File: src/rtl/cpu_pkg.sv
// Shared CPU definitions: fetch FSM states, instruction width, reset PC and branch offset helper.
// Pure declarations; no logic, no latency.
package cpu_pkg;

  localparam int unsigned INST_W = 32;
  localparam logic [31:0] DEFAULT_RESET_PC = 32'h0000_0000;

  typedef enum logic [1:0] {
    ST_IDLE = 2'd0,
    ST_REQ  = 2'd1,
    ST_WAIT = 2'd2,
    ST_HOLD = 2'd3
  } fetch_state_t;

  // Word offset to byte offset: sign-extend imm16 and scale by 4.
  function automatic logic [31:0] imm16_to_offset(input logic [15:0] imm);
    return {{14{imm[15]}}, imm, 2'b00};
  endfunction

endpackage

File: src/rtl/ifetch_unit_pc_next.sv
// Next-PC adder: sequential (pc+4) or taken branch (pc+4+sext(imm16)<<2), modulo 2^32.
// Purely combinational, zero latency, no flow control.
module pc_next
  import cpu_pkg::*;
(
  input  logic [31:0] i_inst_pc,
  input  logic        i_pc_sel,
  input  logic [15:0] i_imm16,
  output logic [31:0] o_pc_next
);

  logic [31:0] w_seq_pc;
  logic [31:0] w_offset;

  assign w_seq_pc  = i_inst_pc + 32'd4;
  assign w_offset  = i_pc_sel ? imm16_to_offset(i_imm16) : 32'd0;
  assign o_pc_next = w_seq_pc + w_offset;

endmodule

File: src/rtl/ifetch_unit.sv
// Instruction fetch: one outstanding imem read, result held on a valid/ready port; 3 cycles/inst at zero wait.
// Requests stall while imem_req_ready is low; the held instruction stalls while inst_ready is low.
module ifetch_unit
  import cpu_pkg::*;
#(
  parameter logic [31:0] RESET_PC = DEFAULT_RESET_PC,
  parameter int unsigned CNT_W    = 16
) (
  input  logic              clk,
  input  logic              rst_n,
  output logic              imem_req_valid,
  output logic [31:0]       imem_req_addr,
  input  logic              imem_req_ready,
  input  logic              imem_rsp_valid,
  input  logic [INST_W-1:0] imem_rsp_data,
  output logic              inst_valid,
  output logic [INST_W-1:0] inst,
  output logic [31:0]       inst_pc,
  input  logic              inst_ready,
  input  logic              pc_sel,
  input  logic [15:0]       imm16,
  input  logic              halt,
  output logic [CNT_W-1:0]  fetch_cnt,
  output logic              err
);

  localparam logic [31:0] RESET_PC_AL = {RESET_PC[31:2], 2'b00};

  fetch_state_t      r_state;
  logic [31:0]       r_pc;
  logic              r_req_vld;
  logic              r_inst_vld;
  logic [INST_W-1:0] r_inst;
  logic [31:0]       r_inst_pc;
  logic [CNT_W-1:0]  r_cnt;
  logic              r_err;
  logic [31:0]       w_pc_next;

  pc_next u_pc_next (
    .i_inst_pc (r_inst_pc),
    .i_pc_sel  (pc_sel),
    .i_imm16   (imm16),
    .o_pc_next (w_pc_next)
  );

  // r_pc only moves at the HOLD handshake, which keeps the request address stable until accepted.
  always_ff @(posedge clk or negedge rst_n) begin
    if (!rst_n) begin
      r_state    <= ST_IDLE;
      r_pc       <= RESET_PC_AL;
      r_req_vld  <= 1'b0;
      r_inst_vld <= 1'b0;
      r_inst     <= '0;
      r_inst_pc  <= RESET_PC_AL;
      r_cnt      <= '0;
      r_err      <= 1'b0;
    end else begin
      if (imem_rsp_valid && (r_state != ST_WAIT)) begin
        r_err <= 1'b1;
      end
      case (r_state)
        ST_IDLE: begin
          if (!halt) begin
            r_state   <= ST_REQ;
            r_req_vld <= 1'b1;
          end
        end
        ST_REQ: begin
          if (imem_req_ready) begin
            r_state   <= ST_WAIT;
            r_req_vld <= 1'b0;
          end
        end
        ST_WAIT: begin
          if (imem_rsp_valid) begin
            r_state    <= ST_HOLD;
            r_inst     <= imem_rsp_data;
            r_inst_pc  <= r_pc;
            r_inst_vld <= 1'b1;
          end
        end
        ST_HOLD: begin
          if (inst_ready) begin
            r_inst_vld <= 1'b0;
            r_pc       <= w_pc_next;
            r_cnt      <= r_cnt + CNT_W'(1);
            if (halt) begin
              r_state <= ST_IDLE;
            end else begin
              r_state   <= ST_REQ;
              r_req_vld <= 1'b1;
            end
          end
        end
        default: begin
          r_state    <= ST_IDLE;
          r_req_vld  <= 1'b0;
          r_inst_vld <= 1'b0;
        end
      endcase
    end
  end

  assign imem_req_valid = r_req_vld;
  assign imem_req_addr  = r_pc;
  assign inst_valid     = r_inst_vld;
  assign inst           = r_inst;
  assign inst_pc        = r_inst_pc;
  assign fetch_cnt      = r_cnt;
  assign err            = r_err;

endmodule
File: config.mk
export PLATFORM = sky130hd
export DESIGN_NAME = ifetch_unit
export DESIGN_NICKNAME = d
export VERILOG_FILES = /design/src/rtl/cpu_pkg.sv /design/src/rtl/ifetch_unit_pc_next.sv /design/src/rtl/ifetch_unit.sv
export SDC_FILE = /design/constraint.sdc
export NUM_CORES = 1
export LEC_CHECK = 0
export CORE_UTILIZATION = 25
export DETAILED_ROUTE_END_ITERATION = 8
export PLACE_DENSITY_LB_ADDON = 0.15
export SYNTH_ARGS = -nofsm -noshare
export SYNTH_HDL_FRONTEND = slang
export SYNTH_SLANG_ARGS = --single-unit
File: constraint.sdc
create_clock -name clk -period 3.2 [get_ports clk]
set_input_delay 0.48 -clock clk [delete_from_list [all_inputs] [get_ports clk]]
set_output_delay 0.48 -clock clk [all_outputs]
set_load 0.05 [all_outputs]
==> metrics.txt, run 1 <==
vias in the first global route=5631; worst min path class=in -> async; Die H=165.3 um; IO Port Bufs=169; Setup crit end kind=register; Post-CTS Setup Bufs=0; relative slew slack=49.63%; slew at the pin closest to its max-slew limit=0.7555 ns; Leakage=4.463 nW; # hold bufs at CTS=0; initial antenna violation count=0; drt total wl=18540 um; Critical Path Max Stage Delay=0.44 ns; Fin. Hold Viols=0; initial core utilization=25.50%; CP max FO=19; largest net degree at the start of global routing=51; dpl hpwl=14110 um; gr usage total=14.16%; filler cell count=2690; antenna-violating nets left=0; # DRC=34; gr ovfl total=0; r2r startpoint=inst_pc[3]; failing checks=design-rule violations; Setup-failing EPs final=0; Iter 0 DRT Violations=246; EDFF count, synth=0; worst skew pair latency=0.41 ns; Core Area=26130 sq um; 1st-pass router iterations=7; crit-path leading delay family=adder cells; Mapped Cells=633; diode count=0; Num CTS Buffers=17; RSZ-0062 raised after global routing=true; layout cells sized above 1=23.15%; register bit total from synthesis=117; register area share after synthesis=43.94%; Clock Skew=0.01295 ns; maxcap violations=0; die width=165.3 um; Ports=170; H-tree depth=4; Netlist cell types=55; Critical Path RT=3.48 ns; synth warn=0; clk root buf=clkbuf_16; Critical Path Slowest Stage Cell=clkdlybuf4s50_1; Pins Over Slew Limit=0; path type of the worst setup path=in -> reg; top_reg_cell synth=dfrtp_1; reg2reg path depth=11; dpl cells=1193; routability cong.=0.7881; die area=27310 sq um; synthesized area per cell=10.53 sq um; reg-to-reg critical path endpoint=imem_req_addr[17]; CP Launch Type=primary input; Pwr Total=0.01111 W; Clock Path Buffers=2; reg-to-reg slack, setup=0.58 ns; WP buf/inv=3; Reg clk slew, reported paths=0.06 ns; Avg WL per Cell=15.13 um; Final #Nets=982; CP arrival=3.29 ns; Vias=5523; achievable clock frequency=332.5 MHz; DR vias/cell=4.509; CTS Sinks=117; global-route wire length before repair=29870 um; ys async rst share=100.0%; Layout Cells excl Fill=1225; crit share post-route=93.99%; fin crit period=3.008 ns; CTS tree=done; synthesized area=6664 sq um; Power Density=1114 nW/um^2; Max rail drop VDD=0.5115 mV; standard-cell rows=59; status=finished with violations; Area Growth Syn to Fin=49.74%; syn nets=738; crit-path cells=clkdlybuf4s50_1, buf_12, and2_1, ha_1, ha_1, fa_1, nand3_1, nand2_1, a21oi_1, o211ai_4, buf_4, a21oi_1, xor2_1, o21ai_0
[state kept, by name, summed over array words and instances (netlist names)]
register / cells
err: 1
inst: 32
r_state: 2
inst_pc: 32
fetch_cnt: 16
imem_req_valid: 1
inst_valid: 1
imem_req_addr: 32
[metal layers]
metal / part of all wire [%] / GRT usage, %
met3: 5.6 / 3.097
met4: 0.55 / 3.628
met2: 46 / 22.59
met5: 0 / 0
met1: 48 / 19.25
[final cells by class]
class / count / area [sq um] / share of cell area, %
clock buffer: 18 / 439.2 / 4.401
clock inverter: 14 / 175.2 / 1.755
multi-input combinational: 469 / 3577 / 35.85
tap: 335 / 419.2 / 4.201
inverter: 16 / 60.06 / 0.6019
sequential: 117 / 2928 / 29.34
timing repair buffer: 256 / 2380 / 23.85
[metrics by stage]
| stage | cell area (sq um) | TNS [ns] | util (%) | hold WS, ns | setup slack, ns |
|---|---|---|---|---|---|
| after global placement | 9333 | -3.266 | 35.71 | 0.4386 | -0.2471 |
| after detailed placement | 9333 | -3.856 | 35.71 | 0.4495 | -0.2932 |
| final | 9978 | 0 | 38.18 | 0.1190 | 0.1924 |
| after floorplan | 6664 | 0 | - | 0.1844 | 0.1115 |
| after global routing | 9978 | -0.004670 | 38.18 | 0.1720 | -0.004670 |
| after CTS | 9947 | 0 | 38.06 | 0.1414 | 0.1364 |
[power breakdown]
part           internal [W]  switching, W  leakage [nW]
Clock               0.00125      0.000755         0.293
Sequential          0.00209      0.000494          1.47
Combinational       0.00262       0.00390          2.70
Total               0.00597       0.00515          4.46
[worst register-to-register path: stages (launching register included)]
cell and delay (ns):
dfrtp_1 0.40, ha_1 0.30, ha_1 0.22, fa_1 0.41, nand3_1 0.12, nand2_1 0.07
a21oi_1 0.23, o211ai_4 0.18, buf_4 0.18, a21oi_1 0.16, xor2_1 0.15, o21ai_0 0.08
[worst max-delay path by stage]
stage / from / end / slack [ns] / depth (start not counted)
3_5_place_dp: pc_sel / imem_req_addr[29] / -0.29 / 13
3_3_place_gp: pc_sel / imem_req_addr[29] / -0.25 / 13
6_report: pc_sel / imem_req_addr[17] / 0.19 / 14
2_1_floorplan: pc_sel / imem_req_addr[29] / 0.11 / 13
5_1_grt: pc_sel / imem_req_addr[30] / -0.005 / 12
4_1_cts: pc_sel / imem_req_addr[25] / 0.14 / 14
[cells by family (layout without fill, tap and decap cells)]
group | Yosys count | in the layout | share of synthesized area, %
and+or+nand+nor | 174 | 174 | 12.86
AOI/OAI and AO/OA | 131 | 131 | 13.27
DFF | 117 | 117 | 43.94
muxes | 65 | 65 | 10.98
adders and majority gates | 50 | 50 | 9.501
xor gates and xnor gates | 49 | 49 | 6.440
buffers and inverters | 47 | 304 | 3.004
[cell usage after synthesis, types with 9 or more instances]
master | count | area, sq um
dfrtp_1 | 117 | 2928
nand2_1 | 73 | 274.0
mux2_2 | 65 | 732.0
ha_1 | 49 | 613.1
xnor2_1 | 37 | 324.1
a21oi_1 | 34 | 170.2
clkbuf_1 | 22 | 82.58
o21ai_0 | 22 | 110.1
and2_1 | 18 | 112.6
nand3_1 | 17 | 85.08
and3_1 | 16 | 100.1
inv_1 | 16 | 60.06
nor2_1 | 16 | 60.06
o21ai_1 | 13 | 65.06
xor2_1 | 12 | 105.1
nor3_1 | 10 | 50.05
a21o_1 | 9 | 67.56
[repair_timing]
item,4_1_cts,5_1_grt
endpoints found under the setup margin,0,2
endpoints found under the hold margin,0,0
gates resized for setup,0,7
[cells in the final DEF (no fill, tap or decap), types with 3 or more instances in the layout]
cell / synthesis / final
clkdlybuf4s50_1: 0 / 168
dfrtp_1: 117 / 117
buf_4: 3 / 85
nand2_1: 73 / 71
mux2_2: 65 / 65
ha_1: 49 / 45
xnor2_1: 37 / 37
a21oi_1: 34 / 34
o21ai_0: 22 / 22
and2_1: 18 / 18
nand3_1: 17 / 17
clkbuf_16: 0 / 17
and3_1: 16 / 16
inv_1: 16 / 16
nor2_1: 16 / 16
o21ai_1: 13 / 13
xor2_1: 12 / 12
a21o_1: 9 / 9
nor3_1: 10 / 9
nand4_1: 7 / 7
o21bai_1: 7 / 7
and4_1: 5 / 5
a31oi_1: 5 / 5
o211ai_1: 5 / 5
o31ai_1: 5 / 5
a211oi_1: 4 / 4
nand2b_1: 4 / 4
ha_2: 0 / 4
o2111ai_1: 3 / 3
o21a_1: 3 / 3
clkinvlp_4: 0 / 3
bufinv_16: 0 / 3
clkinv_4: 0 / 3
inv_6: 0 / 3
buf_12: 0 / 3
No activity file was read; power rests on OpenSTA's default activity.
==> run 2: changes to the inputs <==
--- a/config.mk
+++ b/config.mk
@@ -7,7 +7,7 @@
 export LEC_CHECK = 0
 export CORE_UTILIZATION = 25
 export DETAILED_ROUTE_END_ITERATION = 8
-export PLACE_DENSITY_LB_ADDON = 0.15
+export GPL_TIMING_DRIVEN = 0
 export SYNTH_ARGS = -nofsm -noshare
 export SYNTH_HDL_FRONTEND = slang
 export SYNTH_SLANG_ARGS = --single-unit
==> metrics.txt, run 2 (same netlist as run 1, synthesis figures left out) <==
worst min path class=reg -> reg; CP max FO=10; Fin. Hold Viols=0; Layout Cells excl Fill=1170; Num CTS Buffers=17; crit-path leading delay family=adder cells; Final WS setup=0.1544 ns; worst skew pair latency=0.42 ns; Reg clk slew, reported paths=0.06 ns; worst slack at placement=-1.141 ns; drt total wl=18180 um; Worst Hold Path EP=fetch_cnt[15]; Iter 0 DRT Violations=326; 1st-pass router iterations=6; reg-to-reg critical path endpoint=imem_req_addr[24]; r2r startpoint=inst_pc[4]; most common cell after layout, fill and taps aside=clkdlybuf4s50_1; DR vias/cell=4.626; multi-input logic area=3581 sq um; Max rail drop VDD=0.4298 mV; Avg WL per Cell=15.54 um; gr ovfl total=0; dpl hpwl=13610 um; Critical Path RT=3.48 ns; Critical Path Slowest Stage Cell=fa_2; die width=165.3 um; standard-cell rows=59; Die H=165.3 um; die area=27310 sq um; dpl cells=1138; H-tree depth=4; relative slew slack=49.32%; Leakage=4.139 nW; Critical Path Max Stage Delay=0.37 ns; crit share post-route=95.18%; Power Density=1125 nW/um^2; WP buf/inv=3; layout cells sized above 1=15.81%; Crit. Startpoint=pc_sel; Final #Nets=927; fin crit period=3.046 ns; Ports=170; gr usage total=13.76%; CP Launch Type=primary input; maxcap violations=0; IO Port Bufs=169; clk root buf=clkbuf_16; Clock Path Buffers=2; CP most frequent cell=clkbuf_8; Clock Skew=0.008865 ns; min-delay src=fetch_cnt[15]; Vias=5413; slew at the pin closest to its max-slew limit=0.7601 ns; commonest non-fill, non-tap cells in the layout=clkdlybuf4s50_1 (167), dfrtp_1 (117), nand2_1 (72), mux2_2 (65), ha_1 (48); reg2reg path depth=9; CTS Sinks=117; Pins Over Slew Limit=0; initial antenna violation count=0; storage element area=2928 sq um; CP arrival=3.33 ns; filler cell count=2651; largest net degree at the start of global routing=72; antenna-violating nets left=0; status=finished with violations; path type of the worst setup path=in -> reg; vias in the first global route=5468; CTS tree=done; routability cong.=0.8183; Setup-failing EPs final=0; global-route wire length before repair=28860 um; Setup crit end kind=register; # DRC=40; crit-path cells=dlygate4sd2_1, clkbuf_8, clkbuf_8, and2_1, ha_1, ha_2, fa_2, nand3_1, nand2_1, a21oi_2, o211ai_4, o31ai_4, xor2_1, o21ai_1; diode count=0; initial core utilization=25.50%; reg-to-reg slack, setup=0.53 ns; worst hold path cell count=1; failing checks=design-rule violations; RSZ-0062 raised after global routing=true; Area Growth Syn to Fin=43.00%; achievable clock frequency=328.3 MHz; Core Area=26130 sq um
==> run 2: cell type report <==
cell class / count / area share (%)
flip-flops and latches: 117 / 30.72
well taps: 335 / 4.399
clock inverters: 14 / 2.088
multi-input cells: 469 / 37.58
plain buffers: 29 / 1.746
inverters: 16 / 0.6303
clock buffers: 18 / 4.609
repair buffers: 172 / 18.22
==> run 2: routing by layer <==
layer  up-vias  global-route usage (%)  share of wire (%)
met5         -                       0                  0
met4         0                   4.671                1.3
met3        16                   3.347                6.0
met2       140                   21.81                 45
met1      2606                   18.16                 47
li1       2651                       -                  -
==> run 2: worst max-delay path by stage <==
stage | depth (start not counted) | slack, ns | to
floorplan | 13 | 0.11 | imem_req_addr[29]
global placement | 1 | -3.34 | imem_req_addr[17]
detailed placement | 14 | -1.14 | imem_req_addr[21]
CTS | 13 | 0.02 | imem_req_addr[29]
global route | 11 | -0.08 | imem_req_addr[30]
finish | 14 | 0.15 | imem_req_addr[21]
==> run 2: what timing repair did <==
action                     CTS  global route
hold endpoints to repair     2             0
hold buffers                 1             0
buffers inserted             1             0
setup endpoints to repair   24             7
resized for setup           19             3
pin swaps                    6             0
==> run 2: power by group <==
group	total [W]	switching [W]	leakage (nW)	internal (W)
Combinational	0.00607	0.00384	2.37	0.00222
Sequential	0.00257	0.000478	1.47	0.00209
Clock	0.00209	0.000753	0.300	0.00133
==> run 2: metrics by stage <==
stage               area (sq um)  total power (W)  util, %  hold WS, ns  TNS [ns]
finish                      9529          0.01072    36.46       0.4627         0
global route                9529          0.01138    36.46       0.4975  -0.08020
CTS                         9527          0.01086    36.46       0.4702         0
detailed placement          8803         0.008674    33.69       0.4454    -21.21
global placement            8775         0.008619    33.58       0.4394   -410.30
floorplan                   6664         0.006703        -       0.1844         0
==> run 2: worst reg2reg max path, delay by kind of cell (launching register included) <==
family	cells	cell delay, ns
compound gates	6	1.26
fa+ha+maj	2	0.68
flops	1	0.42
xor+xnor	1	0.17
